`config.mk`:
```
export PLATFORM = sky130hd
export DESIGN_NAME = alu_op_sequencer
export DESIGN_NICKNAME = d
export VERILOG_FILES = /design/src/rtl/alu_pkg.sv /design/src/rtl/alu_op_sequencer.sv
export SDC_FILE = /design/constraint.sdc
export NUM_CORES = 1
export LEC_CHECK = 0
export ABC_CLOCK_PERIOD_IN_PS = 2150
export CELL_PAD_IN_SITES_DETAIL_PLACEMENT = 1
export CELL_PAD_IN_SITES_GLOBAL_PLACEMENT = 2
export CORE_ASPECT_RATIO = 0.5
export CORE_MARGIN = 2
export CORE_UTILIZATION = 27
export CTS_BUF_LIST = sky130_fd_sc_hd__clkbuf_2 sky130_fd_sc_hd__clkbuf_4 sky130_fd_sc_hd__clkbuf_8
export DETAILED_ROUTE_END_ITERATION = 10
export GPL_ROUTABILITY_DRIVEN = 0
export PLACE_DENSITY = 0.87
export REMOVE_ABC_BUFFERS = 1
export SYNTH_ARGS = -nofsm -noshare
export SYNTH_HDL_FRONTEND = slang
export SYNTH_SLANG_ARGS = --single-unit
```
`constraint.sdc`:
```
create_clock -name clk -period 2.15 [get_ports clk]
set_input_delay 0.215 -clock clk [delete_from_list [all_inputs] [get_ports clk]]
set_output_delay 0.215 -clock clk [all_outputs]
set_load 0.02 [all_outputs]
```
`src/rtl/alu_pkg.sv`:
```
// Shared definitions for the lab-3 ALU datapath and its sequencer.
//   - ALUControl opcode constants (0..9 are the implemented operations)
//   - seq_state_t: sequencer FSM states
//   - bit positions of the captured {N,Z,C,V} flag vector
package alu_pkg;

  localparam logic [3:0] OP_ADD  = 4'b0000;
  localparam logic [3:0] OP_SUB  = 4'b0001;
  localparam logic [3:0] OP_MUL  = 4'b0010;
  localparam logic [3:0] OP_AND  = 4'b0011;
  localparam logic [3:0] OP_OR   = 4'b0100;
  localparam logic [3:0] OP_XOR  = 4'b0101;
  localparam logic [3:0] OP_NOT  = 4'b0110;
  localparam logic [3:0] OP_SHL  = 4'b0111;
  localparam logic [3:0] OP_SHR  = 4'b1000;
  localparam logic [3:0] OP_PASS = 4'b1001;

  typedef enum logic [1:0] {
    IDLE = 2'd0,
    EXEC = 2'd1,
    ERR  = 2'd2,
    DONE = 2'd3
  } seq_state_t;

  // Positions inside flags = {N,Z,C,V}
  localparam int FLAG_N = 3;
  localparam int FLAG_Z = 2;
  localparam int FLAG_C = 1;
  localparam int FLAG_V = 0;

endpackage

```
`src/rtl/alu_op_sequencer.sv`:
```
// Sequencing controller for the lab-3 ALU datapath.
// Accepts one request at a time (start/busy), latches opcode and operands,
// presents them to the combinational ALU for a per-opcode number of cycles,
// then captures the result and flags into a status register.
//
// Ports:
//   clk, rst_n                 clock (rising edge), async active-low reset
//   start, op, a, b            request: opcode and operands
//   flags_clr                  synchronous clear of the captured flags
//   alu_ctrl, alu_a, alu_b     drive to the datapath (sole ALUControl writer)
//   alu_q, alu_z/n/v/c         datapath result and flag generator outputs
//   busy                       high while executing or reporting an error
//   done, err                  one-cycle completion pulse; err marks illegal op
//   result, flags              captured result and {N,Z,C,V}
module alu_op_sequencer
  import alu_pkg::*;
#(
  parameter int         M         = 4,
  parameter int         ALU_LAT   = 1,
  parameter int         MULT_LAT  = 3,
  parameter int         NUM_OPS   = 10,
  parameter logic [3:0] IDLE_CTRL = 4'b1111
) (
  input  logic         clk,
  input  logic         rst_n,
  input  logic         start,
  input  logic [3:0]   op,
  input  logic [M-1:0] a,
  input  logic [M-1:0] b,
  input  logic         flags_clr,
  output logic [3:0]   alu_ctrl,
  output logic [M-1:0] alu_a,
  output logic [M-1:0] alu_b,
  input  logic [M-1:0] alu_q,
  input  logic         alu_z,
  input  logic         alu_n,
  input  logic         alu_v,
  input  logic         alu_c,
  output logic         busy,
  output logic         done,
  output logic         err,
  output logic [M-1:0] result,
  output logic [3:0]   flags
);

  localparam int MAX_LAT = (MULT_LAT > ALU_LAT) ? MULT_LAT : ALU_LAT;
  localparam int CNT_W   = $clog2(MAX_LAT) + 1;

  // Counter preloads: EXEC lasts LAT cycles, capture happens when it hits 0.
  localparam logic [CNT_W-1:0] ALU_CNT = CNT_W'(ALU_LAT - 1);
  localparam logic [CNT_W-1:0] MUL_CNT = CNT_W'(MULT_LAT - 1);

  seq_state_t       state, state_nxt;
  logic [3:0]       op_q;
  logic [M-1:0]     a_q, b_q;
  logic [CNT_W-1:0] cnt;
  logic             err_q;

  logic accept;
  logic op_legal;
  logic capture;

  // ---------------------------------------------------------------------------
  // FSM: state register
  // ---------------------------------------------------------------------------
  // NOTE: state elements use non-blocking assignments so every register
  // samples the pre-edge values of the others, independent of block order.
  always_ff @(posedge clk or negedge rst_n) begin
    if (!rst_n) state <= IDLE;
    else        state <= state_nxt;
  end

  // ---------------------------------------------------------------------------
  // FSM: next state and decoded strobes
  // ---------------------------------------------------------------------------
  // NOTE: every signal written here gets a default first, so no path through
  // the case can leave one unassigned and infer a latch.
  always_comb begin
    state_nxt = state;
    accept    = 1'b0;
    op_legal  = (int'(op) < NUM_OPS);
    capture   = 1'b0;

    case (state)
      IDLE, DONE: begin
        // DONE accepts too, which gives back-to-back operation.
        if (start) begin
          accept    = 1'b1;
          state_nxt = op_legal ? EXEC : ERR;
        end else begin
          state_nxt = IDLE;
        end
      end
      EXEC: begin
        if (cnt == '0) begin
          capture   = 1'b1;
          state_nxt = DONE;
        end
      end
      ERR:     state_nxt = DONE;
      default: state_nxt = IDLE;
    endcase
  end

  // ---------------------------------------------------------------------------
  // Request latches, latency counter and status register
  // ---------------------------------------------------------------------------
  always_ff @(posedge clk or negedge rst_n) begin
    if (!rst_n) begin
      op_q   <= '0;
      a_q    <= '0;
      b_q    <= '0;
      cnt    <= '0;
      err_q  <= 1'b0;
      result <= '0;
      flags  <= '0;
    end else begin
      if (accept) begin
        op_q  <= op;
        a_q   <= a;
        b_q   <= b;
        err_q <= !op_legal;
        cnt   <= (op == OP_MUL) ? MUL_CNT : ALU_CNT;
      end else if (state == EXEC && cnt != '0) begin
        cnt <= cnt - CNT_W'(1);
      end

      // A capture on the same edge as flags_clr takes priority.
      if (capture) begin
        result         <= alu_q;
        flags[FLAG_N]  <= alu_n;
        flags[FLAG_Z]  <= alu_z;
        flags[FLAG_C]  <= alu_c;
        flags[FLAG_V]  <= alu_v;
      end else if (flags_clr) begin
        flags <= '0;
      end
    end
  end

  // All outputs decode registered state only, so they move at clock edges.
  // op_q is shown only in EXEC, so an illegal opcode never reaches the ALU.
  assign alu_ctrl = (state == EXEC) ? op_q : IDLE_CTRL;
  assign alu_a    = a_q;
  assign alu_b    = b_q;
  assign busy     = (state == EXEC) || (state == ERR);
  assign done     = (state == DONE);
  assign err      = (state == DONE) && err_q;

endmodule

```
; ---- After elaboration in Yosys (flattened, before gate mapping)
; Index checks and enable logic that the tools add are counted.
[totals]
reg_bits = 26
inputBits = 24
output_inout_bits = 23
[classes]
addsub = 1
magnitude_cmp = 1
n_eq_ne = 5
mux = 14
n_reduce_logical = 10
[ops]
columns = op, count
row1 = $mux W4, 3
row2 = $mux W2, 4
row3 = $mux W3, 2
row4 = $pmux W2 S3, 1
row5 = $eq A2 B2 Y1 const B, 2
row6 = $eq A4 B2 Y1 const B, 1
row7 = $lt A4 B4 Y1 const B, 1
row8 = $mux W1, 4
row9 = $reduce_bool A2 Y1, 2
row10 = $logic_not A3 Y1, 1
row11 = $reduce_bool A3 Y1, 1
row12 = $sub A3 B1 Y3 const B, 1
row13 = $eq A2 B1 Y1 const B, 1
row14 = $logic_and A1 B1 Y1, 2
row15 = $logic_not A2 Y1, 1
row16 = $ne A2 B2 Y1 const B, 1
row17 = $reduce_or A2 Y1, 1
row18 = $logic_not A1 Y1, 1
row19 = $logic_or A1 B1 Y1, 1

; ---- Longest topological paths before layout
[logic_depth]
ltp_word = 4
depth_mapped = 7

; ---- Worst setup path after synthesis
; OpenSTA, ideal clock, no wires.
[synth_path]
path_kind = reg-to-reg
from = register cnt[0]
to = register cnt[1]
setup_ns = 0.125
arrival_time_ns = 1.398
setup_slack_ns = 0.627
path_stages_with_launch = 8
path_buffers = 1
period_less_slack_ns = 1.523
path_cell_list = dfrtp_1 > inv_1 > ha_1 > ha_1 > nand2b_1 > buf_6 > mux2i_1 > mux2_2
[synth_between]
elab_chain_cells = 3
word_cells_on_any_way = 6
[synth_lines]
columns = item, line_no
row1 = from (decl), alu_op_sequencer.sv:56  ; logic [CNT_W-1:0] cnt;
row2 = from (signal assigned), alu_op_sequencer.sv:123  ; cnt <= (op == OP_MUL) ? MUL_CNT : ALU_CNT;
row3 = from (signal assigned), alu_op_sequencer.sv:125  ; cnt <= cnt - CNT_W'(1);
row4 = $sub A3 B1 Y3 / $reduce_bool A3 Y1 (equally long branches), "alu_op_sequencer.sv:125, alu_op_sequencer.sv:124"
row5 = $mux W3 / $logic_and A1 B1 Y1 (equally long branches), alu_op_sequencer.sv:124  ; end else if (state == EXEC && cnt != '0) begin
row6 = $mux W3 / $reduce_bool A2 Y1 (equally long branches), -
; Several ways; a longest one is shown, not always the timed one. The select of a mux whose other input is x is not followed.
; A chain may end at the register's enable or synchronous reset.

; ---- Worst setup path after layout
[layout_path]
from = register state[0]
to = output alu_ctrl[1]
[layout_between]
elab_chain_cells = 2
[layout_lines]
columns = item, line_no
row1 = from (decl), alu_op_sequencer.sv:53  ; seq_state_t state, state_nxt;
row2 = from (signal assigned), alu_op_sequencer.sv:70  ; else state <= state_nxt;
row3 = $eq A2 B1 Y1, alu_op_sequencer.sv:143  ; assign alu_ctrl = (state == EXEC) ? op_q : IDLE_CTRL;
row4 = $mux W4, alu_op_sequencer.sv:143
row5 = to (decl), alu_op_sequencer.sv:31  ; output logic [3:0] alu_ctrl,
; No other way between the ends.

==> impl_metrics.toml <==
[run_status]
outcome = "finished clean"

[power_and_ir_drop]
leakagePower_nw = 0.732
p_switching_mw = 0.968
comb_power_share = 0.554
irDropWorstVdd_v = 0.000446
power_frac_clock = 0.121
swShare = 0.372
seqPwrFrac = 0.325
p_per_area_mw_per_mm2 = 1520
p_int_mw = 1.64

[detailed_routing]
num_vias = 838
wl_per_cell_microns = 13.2
drtAntennaViolNets = 0
wl_mm = 2.57
drtIter0Drc = 12
drc = 0
viasPerCell = 4.30
drt-pass1-iter-count = 4

[clocking]
clock_latency_ps = 270
clock_path_buffers = 2
cts.reportedPaths.clkPinSlew_ps = 90
tritoncts = "done"
hold_buffers = 0
ctsResizeCount = 0
cts_num_sinks = 26
cts_buffers = 3
cts-root-buf = "clkbuf_8"
post_cts_buffers = 0
cts-htree-levels = 1

[synthesis]
synthSimpleGateAreaFrac = 0.131
synth_area_leader_cell = "dfrtp_1"
yosys_warnings = 0
synthCells = 92
synth_seq_cells = 26
synth_cell_types = 21
yosysSeqAreaShare = 0.570
synth_area_leaders = "dfrtp_1 (57%), mux2_2 (17%), ha_1 (4.4%)"
synth_top_cell_area_share = 0.570
syn_avg_cell_area_sq_um = 12.4
synth-compound-area-share = 0.0340
synth_adder_area_share = 0.0438
synth_xor_area_frac = 0.00767
synth_top_family_by_area = "multiplexers"
synth.mux.area_fraction = 0.176
syn_area_sq_mm = 0.00114

[setup_path]
cp_num_cells = 3
arrival_ps = 1760
path_max_fanout = 10
worst_r2r_path_depth = 3
max_stage_delay_ps = 610
critPathTopFamily = "buffers and inverters"
cp_num_buf_inv = 1
crit_type = "reg2out"
crit_path_cell_trace = "ha_1 -> nand2b_1 -> clkdlybuf4s50_1"
crit_slowest_cell = "clkdlybuf4s50_1"
critPathLaunchType = "flip-flop"
end_kind = "output port"
worstPathRequired_ps = 1930

[global_route]
grt_max_degree = 27
grt_pass1_wl_mm = 4.24
grt.total_usage = 0.116
grt_pass1_vias = 878
antenna_found_initial = 0
overflow = 0

[min_path]
holdCritPathClass = "in2async"

[die]
initial_core_util = 0.287
coreArea_sq_mm = 0.00398
dieArea_sq_mm = 0.00480
die_x_microns = 96.0
dieHeight_microns = 50.0
ios = 47
rows = 16

[timing]
setup_violations = 0
maxSlewViolCount = 0
hold_violations = 0
setup-tns-final_ps = 0
min_period_ps = 1980
skew_ps = 1.56
rsz0062_at_grt = "false"
tightest_slew_ps = 524
timing.fmax_mhz = 506
relSlewSlack = 0.650
period_share = 0.919

[run]
cap_viol_max_count = 0

[cells_and_area]
drive_gt1_frac = 0.163
nFillCells = 425
final_common_cell = "clkdlybuf4s50_1"
fin_area_sq_mm = 0.00172
nets = 170
antenna_cells = 0
area_delta_synth_final_pct = 50.3
final_cell_mix = "clkdlybuf4s50_1 (46), dfrtp_1 (26), mux2_2 (17)"

[place]
place_area_sq_mm = 0.00166
hpwl_mm = 1.99
port-buffer-count = 46
==> final timing paths <==
kind / startpoint / end / slack [ps]
min: rst_n / op_q[2] / 310
max in group asynchronous: rst_n / flags[3] / 1590
max: state[0] / alu_ctrl[1] / 170
min reg2reg: err_q / err_q / 480
min in group clk: err_q / err_q / 480
max reg2reg: state[0] / op_q[2] / 410
==> power by group through the flow <==
stage                     Combinational [mW]  Sequential [mW]  Clock [mW]
after global placement                  1.42            0.850           0
after detailed placement                1.46            0.860           0
after floorplan                        0.651             1.02           0
after CTS                               1.47            0.852       0.329
final                                   1.44            0.845       0.316
after global routing                    1.56            0.878       0.342
==> cell families (layout without fill, tap and decap cells) <==
| kind of cell | after synthesis | count (layout) |
|---|---|---|
| multiplexers | 18 | 18 |
| flip-flops | 26 | 26 |
| XOR/XNOR | 1 | 1 |
| buffers and inverters | 8 | 57 |
| adder cells (fa/ha/maj) | 4 | 4 |
| AND/OR/NAND/NOR | 28 | 28 |
| AO/OA/AOI/OAI | 7 | 7 |
==> through the flow <==
step           std cells  total power, mW  utilization  setup WS [ps]  hold WS, ps
5_1_grt              195             2.78        0.431           73.7          336
2_1_floorplan         89             1.67            -            581        -80.6
4_1_cts              195             2.65        0.431            135          325
6_report             195             2.60        0.431            174          310
3_3_place_gp         191             2.27        0.417            427          457
3_5_place_dp         191             2.32        0.417            402          467
==> area by class of cell <==
class / count / area (sq um) / share of cell area
clock buffers: 4 / 55.1 / 0.0321
inverters: 5 / 18.8 / 0.0109
multi-input cells: 58 / 449 / 0.262
well taps: 54 / 67.6 / 0.0394
repair buffers: 48 / 475 / 0.277
flip-flops and latches: 26 / 651 / 0.379
==> Yosys cell counts <==
| master | instances |
|---|---|
| nor2_1 | 3 |
| nand2b_1 | 5 |
| ha_1 | 4 |
| o21ai_0 | 2 |
| a31oi_1 | 1 |
| nor4b_1 | 1 |
| a21oi_1 | 3 |
| nand2_1 | 8 |
| xnor2_1 | 1 |
| and2_1 | 2 |
| buf_2 | 1 |
| inv_1 | 5 |
| dfrtp_1 | 26 |
| nand3_1 | 4 |
| buf_6 | 1 |
| mux2i_1 | 1 |
| or2_0 | 1 |
| mux2_2 | 17 |
| buf_4 | 1 |
| nand3b_1 | 4 |
| o211ai_1 | 1 |
==> worst reg2reg max path, cell delays in order, from the launching register on <==
cell and delay (ps):
dfrtp_1 410, ha_1 340, and2_1 470, mux2_2 400
==> routing by layer <==
| layer | routed length (microns) | global-route usage | up-vias |
|---|---|---|---|
| met4 | 20 | 0.0286 | 0 |
| met5 | 0 | 0 | - |
| met2 | 1290 | 0.193 | 14 |
| met3 | 105 | 0.0321 | 2 |
| met1 | 1150 | 0.149 | 413 |
| li1 | - | - | 409 |
==> sequential cells by signal, indices dropped and copies added, names as in the netlist <==
| signal | cells |
|---|---|
| err_q | 1 |
| cnt | 3 |
| alu_b | 4 |
| alu_a | 4 |
| state | 2 |
| flags | 4 |
| result | 4 |
| op_q | 4 |
Note: power is estimated with default switching activity, not from simulation.
